**config.mk**
```make
export PLATFORM = sky130hd
export DESIGN_NAME = tsqr_r_sink
export DESIGN_NICKNAME = d
export VERILOG_FILES = /design/src/rtl/tsqr_pkg.sv /design/src/rtl/tsqr_r_tri_buf.sv /design/src/rtl/tsqr_r_sink.sv
export SDC_FILE = /design/constraint.sdc
export NUM_CORES = 1
export LEC_CHECK = 0
export ABC_AREA = 1
export CAP_MARGIN = 25
export CORE_MARGIN = 10
export CORE_UTILIZATION = 40
export CTS_CLUSTER_DIAMETER = 60
export CTS_CLUSTER_SIZE = 20
export DETAILED_ROUTE_END_ITERATION = 6
export GPL_ROUTABILITY_DRIVEN = 0
export PLACE_DENSITY = 0.7
export SETUP_SLACK_MARGIN = 0.3
export SYNTH_ARGS = -nofsm -noshare
export SYNTH_HDL_FRONTEND = slang
export SYNTH_SLANG_ARGS = --single-unit
```
**constraint.sdc**
```tcl
create_clock -name clock -period 3.02 [get_ports clock]
set_clock_uncertainty 0.2 [all_clocks]
set_input_delay 0.604 -clock clock [delete_from_list [all_inputs] [get_ports clock]]
set_output_delay 0.604 -clock clock [all_outputs]
set_load 0.01 [all_outputs]
```
**src/rtl/tsqr_pkg.sv**
```systemverilog
// Shared types and constants for the TSQR R-result sink.
package tsqr_pkg;

  localparam int BW_DEF = 64;

  // Number of stored elements in a COLS x COLS upper-triangular matrix
  function automatic int r_elems(input int cols);
    return cols * (cols + 1) / 2;
  endfunction

  typedef enum logic [1:0] {
    ST_IDLE    = 2'd0,
    ST_CAPTURE = 2'd1,
    ST_DONE    = 2'd2,
    ST_ERROR   = 2'd3
  } tsqr_st_e;

  localparam logic [1:0] ERR_NONE  = 2'd0;
  localparam logic [1:0] ERR_UNDER = 2'd1;
  localparam logic [1:0] ERR_OVER  = 2'd2;
  localparam logic [1:0] ERR_ZERO  = 2'd3;

endpackage

```
**src/rtl/tsqr_r_tri_buf.sv**
```systemverilog
// Upper-triangle R storage: packed slot register file with a registered
// full-matrix read port (lower triangle and out-of-range reads return 0).
module tsqr_r_tri_buf
  import tsqr_pkg::*;
#(
  parameter int BW   = BW_DEF,
  parameter int COLS = 2,
  parameter int IDXW = (COLS > 1) ? $clog2(COLS) : 1,
  parameter int CW   = $clog2(r_elems(COLS) + 1)
) (
  input  logic            clock,
  input  logic            reset,
  input  logic            clr,
  input  logic            we,
  input  logic [CW-1:0]   wslot,
  input  logic [BW-1:0]   wdata,
  input  logic            rd_en,
  input  logic [IDXW-1:0] rd_row,
  input  logic [IDXW-1:0] rd_col,
  output logic [BW-1:0]   rd_data,
  output logic            rd_vld
);

  localparam int R_ELEMS = r_elems(COLS);
  localparam int SW      = (R_ELEMS > 1) ? $clog2(R_ELEMS) : 1;

  logic [BW-1:0] mem [R_ELEMS];
  int            r, c, slot;
  logic          in_tri;
  logic [SW-1:0] rs;

  // Row-major triangle slot: row*COLS - row*(row-1)/2 + (col-row); the
  // product row*(row-1) is always even so the halving is an exact shift.
  always_comb begin
    r      = int'(rd_row);
    c      = int'(rd_col);
    in_tri = (r < COLS) && (c < COLS) && (r <= c);
    slot   = r * COLS - ((r * (r - 1)) >>> 1) + (c - r);
    rs     = SW'(slot);
  end

  // Storage writes and registered read; a same-cycle read sees the old value
  always_ff @(posedge clock or negedge reset) begin
    if (!reset) begin
      for (int i = 0; i < R_ELEMS; i++) mem[i] <= '0;
      rd_data <= '0;
      rd_vld  <= 1'b0;
    end else begin
      if (clr) begin
        for (int i = 0; i < R_ELEMS; i++) mem[i] <= '0;
      end else if (we) begin
        mem[SW'(wslot)] <= wdata;
      end
      rd_vld <= rd_en;
      if (rd_en) rd_data <= in_tri ? mem[rs] : '0;
    end
  end

endmodule

```
**src/rtl/tsqr_r_sink.sv**
```systemverilog
// TSQR R-result sink: arms on the enable rising edge, captures the
// upper-triangular R stream, checks beat count and exposes a read port.
module tsqr_r_sink
  import tsqr_pkg::*;
#(
  parameter int BW   = BW_DEF,
  parameter int COLS = 2,
  parameter int MXW  = 32,
  parameter int IDXW = (COLS > 1) ? $clog2(COLS) : 1,
  localparam int R_ELEMS = r_elems(COLS),
  localparam int CW      = $clog2(R_ELEMS + 1)
) (
  input  logic            clock,
  input  logic            reset,
  input  logic            io_tsqr_en,
  input  logic [MXW-1:0]  io_mx_no,
  input  logic            io_r_vld,
  input  logic [BW-1:0]   io_r_0,
  input  logic            io_tsqr_fi,
  input  logic            io_rd_en,
  input  logic [IDXW-1:0] io_rd_row,
  input  logic [IDXW-1:0] io_rd_col,
  output logic [BW-1:0]   io_rd_data,
  output logic            io_rd_vld,
  output logic            io_done,
  output logic            io_err,
  output logic [1:0]      io_err_code,
  output logic [CW-1:0]   io_beat_cnt,
  output logic [MXW-1:0]  io_mx_lat
);

  tsqr_st_e      st;
  logic          en_q;
  logic [CW-1:0] cnt, cnt_nxt;
  logic          rise, fall, full, acc, clr;

  // en_q resets high so an enable already high at reset release is not
  // mistaken for an arming edge; a low period is always required.
  assign rise    = io_tsqr_en & ~en_q;
  assign fall    = ~io_tsqr_en & en_q;
  assign full    = (cnt == CW'(R_ELEMS));
  assign acc     = (st == ST_CAPTURE) && io_r_vld && !full && !fall;
  assign clr     = (st == ST_IDLE) && rise;
  assign cnt_nxt = cnt + CW'(acc);
  assign io_beat_cnt = cnt;

  // Run-control FSM, edge detect and beat counter
  always_ff @(posedge clock or negedge reset) begin
    if (!reset) begin
      st          <= ST_IDLE;
      en_q        <= 1'b1;
      cnt         <= '0;
      io_mx_lat   <= '0;
      io_done     <= 1'b0;
      io_err      <= 1'b0;
      io_err_code <= ERR_NONE;
    end else begin
      en_q <= io_tsqr_en;
      if (fall) begin
        st          <= ST_IDLE;
        io_done     <= 1'b0;
        io_err      <= 1'b0;
        io_err_code <= ERR_NONE;
      end else begin
        case (st)
          ST_IDLE: if (rise) begin
            io_mx_lat <= io_mx_no;
            cnt       <= '0;
            if (io_mx_no == '0) begin
              st          <= ST_ERROR;
              io_err      <= 1'b1;
              io_err_code <= ERR_ZERO;
            end else begin
              st          <= ST_CAPTURE;
              io_err_code <= ERR_NONE;
            end
          end
          ST_CAPTURE: begin
            // An overflowing beat wins over a same-cycle finish
            if (io_r_vld && full) begin
              st          <= ST_ERROR;
              io_err      <= 1'b1;
              io_err_code <= ERR_OVER;
            end else begin
              cnt <= cnt_nxt;
              if (io_tsqr_fi) begin
                if (cnt_nxt == CW'(R_ELEMS)) begin
                  st      <= ST_DONE;
                  io_done <= 1'b1;
                end else begin
                  st          <= ST_ERROR;
                  io_err      <= 1'b1;
                  io_err_code <= ERR_UNDER;
                end
              end
            end
          end
          ST_DONE: if (io_r_vld) begin
            st          <= ST_ERROR;
            io_done     <= 1'b0;
            io_err      <= 1'b1;
            io_err_code <= ERR_OVER;
          end
          default: ;
        endcase
      end
    end
  end

  tsqr_r_tri_buf #(.BW(BW), .COLS(COLS), .IDXW(IDXW), .CW(CW)) u_buf (
    .clock   (clock),
    .reset   (reset),
    .clr     (clr),
    .we      (acc),
    .wslot   (cnt),
    .wdata   (io_r_0),
    .rd_en   (io_rd_en),
    .rd_row  (io_rd_row),
    .rd_col  (io_rd_col),
    .rd_data (io_rd_data),
    .rd_vld  (io_rd_vld)
  );

endmodule

```
Word level (Yosys, flattened, before mapping) --
Cells that the tools add are included.
Operators by class: order comparisons 4, $add $sub $neg 5, bitwise gates (word level) 7, equal/unequal tests 14, reductions and logical operators 20, multiply operators 1, mux-type cells 42
Operator list (number):
- two-way mux 192 bit | 2
- two-way mux 64 bit | 4
- bitwise mux 192 bit | 1
- binary-select mux 64 bit (select 2 bit) | 1
- demux 64 bit (select 2 bit) | 1
- logical NOT 32 bit | 1
- multiplier 2 x 32 -> 3 bit | 1
- two-way mux 2 bit | 15
- two-way mux 1 bit | 13
- != test 3 bit, second input constant | 4
- case mux 2 bit (3 select lines) | 2
- AND reduction 5 bit | 2
- AND reduction 4 bit | 2
- equality test 2 bit, second input constant | 3
- >= comparator 3 bit, second input constant | 2
- logical AND 1 bit | 6
- != test 3 x 2 -> 1 bit, second input constant | 2
- inverter 2 -> 3 bit | 2
- AND reduction 6 bit | 1
- != test 2 bit, second input constant | 2
- != test 4 x 3 -> 1 bit, second input constant | 1
- != test 4 bit, second input constant | 1
- case mux 2 bit (2 select lines) | 1
- nonzero test 2 bit | 2
- 17 further kinds | 21
Word-level totals: word-level logic and storage cells 105, bits in registers 298, input port bits 104, output and inout bits 103

Logic depth before layout (Yosys ltp) --
Gate-level depths: netlist of the first run.
depth in word-level cells 11, mapped depth 15

Modules after synthesis --
From an unflattened synthesis of the first run, not the netlist that was laid out.
Unflattened totals: cell total of the unflattened synthesis 1646, area, all modules 13550.5 um^2
Modules (own cells, without submodules):
- tsqr_r_tri_buf | area an instance 11583.6 um^2, seq. area each 6431.2 um^2, instances 1, cells an instance 1456
- tsqr_r_sink | area an instance 1966.9 um^2, seq. area each 1027.2 um^2, instances 1, cells an instance 190

Worst setup path before layout of the first run --
No wires, ideal clock.
path kind in2reg, start input port io_tsqr_en, end register io_err_code[0], buffers on the path 2, stages on the path 15, library setup time 0.116 ns, arrival 2.426 ns, setup slack 0.277 ns, cells stage by stage inv_1 -> ha_1 -> inv_2 -> nand2_2 -> nor2_4 -> buf_2 -> buf_2 -> o21a_1 -> ha_1 -> xor2_1 -> nand3_1 -> o21ai_1 -> nor2_1 -> nand2_1 -> nand2_1
On the way: word-level cells in the longest chain between the ends 8
Ends and longest elaborated chain:
- start: declaration | line tsqr_r_sink.sv:15 | input logic io_tsqr_en,
- inverter 1 bit | line tsqr_r_sink.sv:40 | assign fall = ~io_tsqr_en & en_q;
- bitwise AND 1 bit | line tsqr_r_sink.sv:40
- logical NOT 1 bit | line tsqr_r_sink.sv:42 | assign acc = (st == ST_CAPTURE) && io_r_vld && !full && !fall;
- logical AND 1 bit | line tsqr_r_sink.sv:42
- adder 2 x 1 -> 2 bit | line tsqr_r_sink.sv:44 | assign cnt_nxt = cnt + CW'(acc);
- equality test 2 bit | line tsqr_r_sink.sv:87 | if (cnt_nxt == CW'(R_ELEMS)) begin
- != test 4 bit (no source line)
- AND reduction 5 bit (no source line)
- end signal: assignment | line tsqr_r_sink.sv:56 | io_err_code <= ERR_NONE;
- end signal: assignment | line tsqr_r_sink.sv:83 | io_err_code <= ERR_OVER;
- end signal: assignment | line tsqr_r_sink.sv:93 | io_err_code <= ERR_UNDER;
- end: declaration | line tsqr_r_sink.sv:27 | output logic [1:0] io_err_code,
Parallel ways exist; a longest one is shown, timed or not. A chain may end at the register's enable or synchronous reset.

Worst setup path after layout of the first run --
start register cnt[1], in the netlist io_beat_cnt[1], end output port io_beat_cnt[1]
RTL lines:
- start: declaration | line tsqr_r_sink.sv:34 | logic [CW-1:0] cnt, cnt_nxt;
- start signal: assignment | line tsqr_r_sink.sv:85 | cnt <= cnt_nxt;
- end: declaration | line tsqr_r_sink.sv:28 | output logic [CW-1:0] io_beat_cnt,
No word-level cell between the ends.

==> results of run 1 <==
state kept, by name, summed over array words and instances (netlist names):
register and cells:
u_buf.rd_vld 1, io_err 1, u_buf.mem 192, st 2, io_mx_lat 32, io_err_code 2, u_buf.rd_data 64, en_q 1
io_beat_cnt 2, io_done 1
power groups by stage:
stage | Clock, W | Combinational, W | Sequential, W
detailed placement | 0 | 0.00505 | 0.00616
finish | 0.00361 | 0.00504 | 0.00609
global route | 0.00386 | 0.00560 | 0.00624
floorplan | 0 | 0.00267 | 0.00623
global placement | 0 | 0.00494 | 0.00609
CTS | 0.00369 | 0.00509 | 0.00608
final timing paths:
path | from | end | slack (ps) | depth (start not counted)
max in group asynchronous | reset | u_buf.mem[34]$_DFFE_PN0P_ | 1360 | 4
worst min-delay path | io_rd_en | u_buf.rd_vld$_DFF_PN0_ | 280 | 2
worst max register to register | en_q$_DFF_PN1_ | io_err_code[1]$_DFFE_PN0P_ | 740 | 12
worst min register to register | io_err_code[1]$_DFFE_PN0P_ | io_err_code[1]$_DFFE_PN0P_ | 300 | 2
min in group asynchronous | reset | io_mx_lat[8]$_DFFE_PN0P_ | 390 | 2
worst max-delay path | io_beat_cnt[1]$_DFFE_PN0P_ | io_beat_cnt[1] | 490 | 1
synthesized netlist by cell type, drive strengths merged:
library cell / number
nand2: 166
ha: 9
mux2: 30
nand3: 72
nor3b: 1
dfstp: 1
a22oi: 64
nor2: 38
clkbuf: 52
o22ai: 129
buf: 57
o21ai: 134
nand4: 64
o21a: 1
xor2: 1
nand3b: 1
inv: 215
dfrtp: 297
a21oi: 68
through the flow:
step                      hold WS, ps  worst slack, ps  power, W  util [%]
after CTS                         265              446    0.0149      51.7
after detailed placement          276             51.8    0.0112      48.8
after floorplan                   108              308   0.00890         -
after global routing              284              373    0.0157      51.7
after global placement            269              108    0.0110      48.8
final                             278              486    0.0147      51.7
routing by layer:
layer / up-vias / track usage (%)
met5: - / 0
met2: 390 / 30.9
met1: 5400 / 24.8
li1: 5111 / -
met4: 0 / 4.76
met3: 54 / 3.07
cells by family (layout without fill, tap and decap cells):
family,after synthesis,in the layout,share of synthesized area [%]
adders and majority gates,9,9,0.859
and+or+nand+nor,342,342,11.9
DFF,298,298,56.9
AOI/OAI and AO/OA,396,396,17.8
muxes,30,30,2.58
xor gates and xnor gates,1,1,0.0669
buffers and inverters,324,511,9.91
area by class of cell:
class	instances	area, sq um
clock buffers	29	703
multi-input cells	778	4400
well taps	442	553
flip-flops and latches	298	7460
fillers	2954	15700
inverters	215	807
repair buffers	246	2630
clock inverters	21	233
==> impl_metrics.ini, run 1 <==
[worst_setup_path]
required_ps = 2220
critical_path.slowest_cell = clkdlybuf4s50_1
critPathCaptureType = primary output
critPathKind = reg2out
max_stage_delay_ps = 650
cp_top_family = buffers and inverters
crit_chain = clkdlybuf4s50_1
cp_max_fo = 6
critPathBufInv = 1
arrival_ps = 1730
cp-start-kind = flop

[die]
initial_core_util_pct = 40.4
die_area_sq_mm = 0.0404
coreArea_sq_mm = 0.0325
fp.dieW_um = 201
num_io_pins = 207
die_y_um = 201
rows = 66

[pwr]
pwr-share-comb_pct = 34.2
ir_worst_vdd_mv = 0.598
clkPwrFrac_pct = 24.5
power_switching_w = 0.00515
p_int_w = 0.00958
seqPwrFrac_pct = 41.3
p_leak_nw = 7.59
p_per_area_mw_per_mm2 = 878
switching_share_pct = 35.0

[synth]
synth_nets = 1513
synth.avg_cell_area_sq_um = 9.36
ys_top_cells_by_area = dfrtp_1, o22ai_1, inv_1
synth_seq_cells = 298
yosysSeqAreaShare_pct = 56.9
synth_top_cell_by_area = dfrtp_1
netlist_area_sq_mm = 0.0131
ys_types = 28
yosysWarnings = 0
syn-instance-count = 1400
synth_top_area_share_pct = 56.7

[run]
maxCapViolCount = 0

[global_routing]
grt_overflow = 0
track_usage_pct = 18.6
grt_start_max_net_pins = 81
grt_pass1_vias = 11200
antenna_found_initial = 0
grt_pass1_wl_um = 62500

[placement]
place_hpwl_um = 23800
post_dp_cell_area_sq_mm = 0.0158
io_buffers = 206
place_inst = 1978

[clock_network]
cts-root-buf = clkbuf_16
cts.sinks = 298
cts_tree = done
ctsResizeCount = 0
numCtsBuffers = 27
cts_hold_buffers = 1
clk_latency_ps = 550
post_cts_buffers = 0
path_clk_slew_ps = 70
h-tree-depth = 1
clockBufferDepth = 3

[cells_and_area]
nets = 1679
final_common_cell = dfrtp_1
diodes = 0
drive_gt1_share_pct = 9.07
stdcell_count = 2029
area_growth_pct = 28.0
final_cell_mix = dfrtp_1, inv_1, clkdlybuf4s50_1, nand2_1, o22ai_1
fin_area_sq_mm = 0.0168

[sta]
max_freq_mhz = 395
setup_viol = 0
rsz0062_at_grt = false
finalWorstPathRequiredPeriod_ps = 2530
period_share_pct = 83.9
tightest_slew_ps = 875
finalHoldViolCount = 0
slew_headroom_pct = 41.7
slew_violations = 0
final.setup.tns_ps = 0

[route]
top_layer_used = met4
drt-total-wl_um = 38300
drt-met1-wl_um = 16500
routed_via_density = 5.40
wl_per_cell_um = 18.9
antenna_left = 0
wl_met2_um = 18700
post-route-drc-count = 0
via_count = 11000
dr_wl_met3_um = 2380
drt_iter0_drc = 942
first_pass_iters = 6

[outcome]
status = finished, final reports clean

[hold_path]
hp-class = in2reg
No activity file was read; power rests on OpenSTA's default activity.
==> run 2: changes to the inputs <==
--- a/config.mk
+++ b/config.mk
@@ -13,7 +13,7 @@
 export CTS_CLUSTER_SIZE = 20
 export DETAILED_ROUTE_END_ITERATION = 6
 export GPL_ROUTABILITY_DRIVEN = 0
-export PLACE_DENSITY = 0.7
+export PLACE_DENSITY = 0.73
 export SETUP_SLACK_MARGIN = 0.3
 export SYNTH_ARGS = -nofsm -noshare
 export SYNTH_HDL_FRONTEND = slang
==> constraint.sdc (replaced) <==
create_clock -name clock -period 2.2 [get_ports clock]
set_clock_uncertainty 0.2 [all_clocks]
set_input_delay 0.44 -clock clock [delete_from_list [all_inputs] [get_ports clock]]
set_output_delay 0.44 -clock clock [all_outputs]
set_load 0.01 [all_outputs]
==> run 2 against run 1 <==
Worst hold slack lost 75 ps. Critical path depth grew 10. Setup slack lost 420 ps. Clock power grew 33%. Critical path type is now reg2reg. Cell area grew 20%. Total power grew 59%. Global-route usage grew 2.2 points.
==> impl_metrics.ini, run 2 (synthesized netlist as in run 1, its figures left out) <==
[sta]
finalWorstPathRequiredPeriod_ps = 2130
final.setup.tns_ps = 0
setup_viol = 0
tightest_slew_ps = 455
slew_violations = 0
max_freq_mhz = 470
finalHoldViolCount = 0
period_share_pct = 96.8
slew_headroom_pct = 69.6
rsz0062_at_grt = true

[route]
wl_per_cell_um = 24.1
drt-total-wl_um = 51600
routed_via_density = 5.88
post-route-drc-count = 0
drt_iter0_drc = 1472
antenna_left = 0
via_count = 12600
first_pass_iters = 5

[cells_and_area]
nets = 1799
final_common_cell = dfrtp_1
fillers = 2490
drive_gt1_share_pct = 28.1
regMostFlops = u_buf.mem
final_core_util_pct = 62.2
area_growth_pct = 54.1
diodes = 0
final_cell_mix = dfrtp_1, inv_1, nand2_1, clkdlybuf4s50_1, dlygate4sd2_1
largest_reg_flops = 192
top_regs = u_buf.mem (192), u_buf.rd_data (64), io_mx_lat (32)

[placement]
place_hpwl_um = 25400
io_buffers = 206

[clock_network]
h-tree-depth = 1
numCtsBuffers = 25
cts-root-buf = clkbuf_16
clk_latency_ps = 550
cts.sinks = 298
cts_tree = done
path_clk_slew_ps = 90
clockBufferDepth = 3

[global_routing]
grt-busiest-layer = met2
grt_start_max_net_pins = 64
gr-usage-met1_pct = 27.2
grt_pass1_wl_um = 68500
track_usage_pct = 20.8
antenna_found_initial = 0
grt_overflow = 0
use_met2_pct = 34.7
grt_pass1_vias = 12100
use_met3_pct = 3.82

[pwr]
p_per_area_mw_per_mm2 = 1160
ir_worst_vdd_mv = 0.748
p_total_w = 0.0235
p_leak_nw = 9.34

[worst_setup_path]
critPathKind = reg2reg
rr_startpoint = en_q$_DFF_PN1_
arrival_ps = 2400
cp_max_fo = 6
required_ps = 2470
crit_start = en_q$_DFF_PN1_
critPathCaptureType = flop
cp-start-kind = flop

[outcome]
status = finished, final reports clean

[die]
num_io_pins = 207
die_y_um = 201
coreArea_sq_mm = 0.0325
rows = 66
initial_core_util_pct = 40.4
die_area_sq_mm = 0.0404
fp.dieW_um = 201

[hold_path]
min_from = io_tsqr_en
hp-class = in2reg

[run]
maxCapViolCount = 0
-- run 2: cell types whose count changed in the layout (fill, tap and decap cells not counted), sizes merged --
cell and change:
buf +89, dlygate4sd3 +1, clkdlybuf4s50 -105, clkinvlp -2, clkbuf +29, inv -2, dlymetal6s2s +1, nand2 +3
dlygate4sd2 +97, clkinv -1, clkdlybuf4s15 +6
-- run 2: path summary, 6_finish.rpt --
path / slack, ps / cells after the start / endpoint
worst max-delay path: 70 / 11 / u_buf.mem[138]$_DFFE_PN0P_
worst min-delay path: 200 / 2 / en_q$_DFF_PN1_
worst max register to register: 70 / 11 / u_buf.mem[138]$_DFFE_PN0P_
worst min register to register: 290 / 2 / io_err_code[0]$_DFFE_PN0P_
max in group asynchronous: 910 / 3 / u_buf.mem[147]$_DFFE_PN0P_
min in group asynchronous: 220 / 2 / u_buf.mem[104]$_DFFE_PN0P_
-- run 2: through the flow --
step	setup slack (ps)	hold WS, ps	cells	area, sq um
floorplan	-177	-55.6	1400	13200
global placement	-589	205	2007	16200
detailed placement	-646	202	2007	16200
CTS	113	190	2086	17900
global route	-12.8	196	2145	20200
finish	70.7	203	2145	20200
-- run 2: timing repair --
action | in CTS | in global routing
hold endpoints to repair | 40 | 0
setup endpoints to repair | 304 | 279
pin swaps | 10 | 5
hold buffers | 2 | 0
gates cloned | 17 | 42
resized for setup | 202 | 343
setup buffers | 16 | 17
-- run 2: report_power, final --
group | internal, W | switching (W) | leakage (nW)
Combinational | 0.00479 | 0.00542 | 5.00
Clock | 0.00243 | 0.00237 | 0.430
Sequential | 0.00746 | 0.00103 | 3.90
-- run 2: layout make-up --
type / count / area, sq um / share of cell area [%]
tap: 442 / 553 / 2.74
sequential: 298 / 7460 / 37.0
timing repair buffer: 365 / 4740 / 23.5
clock inverter: 16 / 204 / 1.01
clock buffer: 28 / 667 / 3.30
multi-input combinational: 781 / 5730 / 28.4
inverter: 215 / 830 / 4.11
-- run 2: layer usage --
| layer | wire length [um] | vias up |
|---|---|---|
| met2 | 24900 | 789 |
| li1 | - | 5413 |
| met3 | 4910 | 165 |
| met4 | 1880 | 0 |
| met5 | 0 | - |
| met1 | 19900 | 6239 |
-- run 2: worst max-delay path, stage by stage (launching register included) --
cell	delay, ps
dfstp_2	550
ha_4	140
inv_4	40
nand2_4	60
nor2_4	30
buf_4	130
buf_8	120
buf_12	130
nand3_4	160
nand2_4	150
clkbuf_16	200
o22ai_1	140
==> RTL edit, RTL diff (flow settings as in run 1) <==
Change the package constant `BW_DEF` from 64 to 60.
--- a/src/rtl/tsqr_pkg.sv
+++ b/src/rtl/tsqr_pkg.sv
@@ -2,5 +2,5 @@
 package tsqr_pkg;
 
-  localparam int BW_DEF = 64;
+  localparam int BW_DEF = 60;
 
   // Number of stored elements in a COLS x COLS upper-triangular matrix
Interface: changed (resized io_r_0 and io_rd_data); port bits go from 207 to 199. No check against the original RTL was run, so the function may have changed too.
==> RTL edit against run 1 <==
Worst setup slack improved by 0.061 ns. Sequential cell count decreased by 16. Design area decreased by 2.9%. Power decreased by 0.44%. Final cell count decreased by 2.5%. Die area decreased by 1.9%. Register-to-register slack got worse by 0.08 ns. Sequential share of layout area decreased by 1.1 points. Synthesized cell count increased by 0.21%. Synthesized area decreased by 2.1%. Non-clock buffer count decreased by 4. Wire length decreased by 1.7%. Largest cell class unchanged.
==> RTL edit: results <==
set metrics [dict create \
    status "complete, no violations" \
    cts_inserted_buffers 26 \
    cp_data_arrival_time_ns 1.67 \
    antenna_found_initial 2 \
    numPortBuffers 198 \
    grtUsageTotal_pct 18.7 \
    layout.nets 1665 \
    grt_pass1_wl_um 60500 \
    postSynthAreaPerCell_sq_um 9.14 \
    placedCellCount 1929 \
    synth_area_leaders "dfrtp_1, nand2_1, nand4_1, o22ai_1, inv_1" \
    wl_um 37600 \
    synthTopCellsByCount "dfrtp_1, nand2_1, inv_1" \
    synth_fp_nets 1512 \
    grt_max_degree 86 \
    grt_use_met2_pct 29.7 \
    slew_headroom_pct 47.8 \
    yosysSeqAreaShare_pct 55.0 \
    hp-class "flop to flop" \
    leakagePower_uw 0.00758 \
    drt-initial-drc-count 1032 \
    drive_gt1_share_pct 8.95 \
    dpl.hpwl_um 23800 \
    path_max_fanout 5 \
    via_per_inst 5.52 \
    placed_area_sq_um 15400 \
    fill_cells 2837 \
    yosysTopAreaCellShare_pct 54.8 \
]
## RTL edit: through the flow
stage	utilization [%]	total power (uW)	setup WS (ns)
2_1_floorplan	-	8990	0.334
3_3_place_gp	48.6	11100	0.129
3_5_place_dp	48.6	11200	0.0669
4_1_cts	51.5	14800	0.505
5_1_grt	51.5	15700	0.458
6_report	51.5	14700	0.547
## RTL edit: what timing repair did
action,CTS,global route
hold buffers,1,0
endpoints found under the hold margin,60,0
endpoints found under the setup margin,0,0
setup buffers,0,0
## RTL edit: path summary, 6_finish.rpt
kind	from	endpoint	slack (ns)	depth (start not counted)
worst max-delay path	io_beat_cnt[0]	io_beat_cnt[0]	0.55	1
min in group asynchronous	reset	u_buf.mem[45]	0.41	2
worst min-delay path	io_err	io_err	0.28	2
worst min register to register	io_err	io_err	0.28	2
worst max register to register	st[1]	u_buf.mem[163]	0.66	11
max in group asynchronous	reset	u_buf.mem[57]	1.39	3
## RTL edit: routing by layer
metal,vias to the layer above,wire [um]
met5,-,18
met3,40,3760
met2,437,17400
met1,5331,15900
li1,5114,-
met4,2,443
## RTL edit: logic make-up after synthesis
group	share of synthesized area (%)
AO/OA/AOI/OAI	14.5
adder cells (fa/ha/maj)	0.878
buffers and inverters	10.3
flip-flops	55.0
multiplexers	2.63
AND/OR/NAND/NOR	16.7
## RTL edit: where the power goes
part	total [uW]	switching, uW	internal [uW]
combinational	5280	2990	2290
clock	3500	1600	1900
sequential	5890	638	5250
## RTL edit: layout make-up
| cell class | instances | share of cell area, % |
|---|---|---|
| multi-input combinational | 801 | 27.5 |
| clock buffer | 30 | 4.28 |
| tap | 402 | 3.09 |
| timing repair buffer | 242 | 15.8 |
| inverter | 203 | 4.68 |
| antenna | 1 | 0.0154 |
| clock inverter | 18 | 1.28 |
| sequential | 282 | 43.3 |
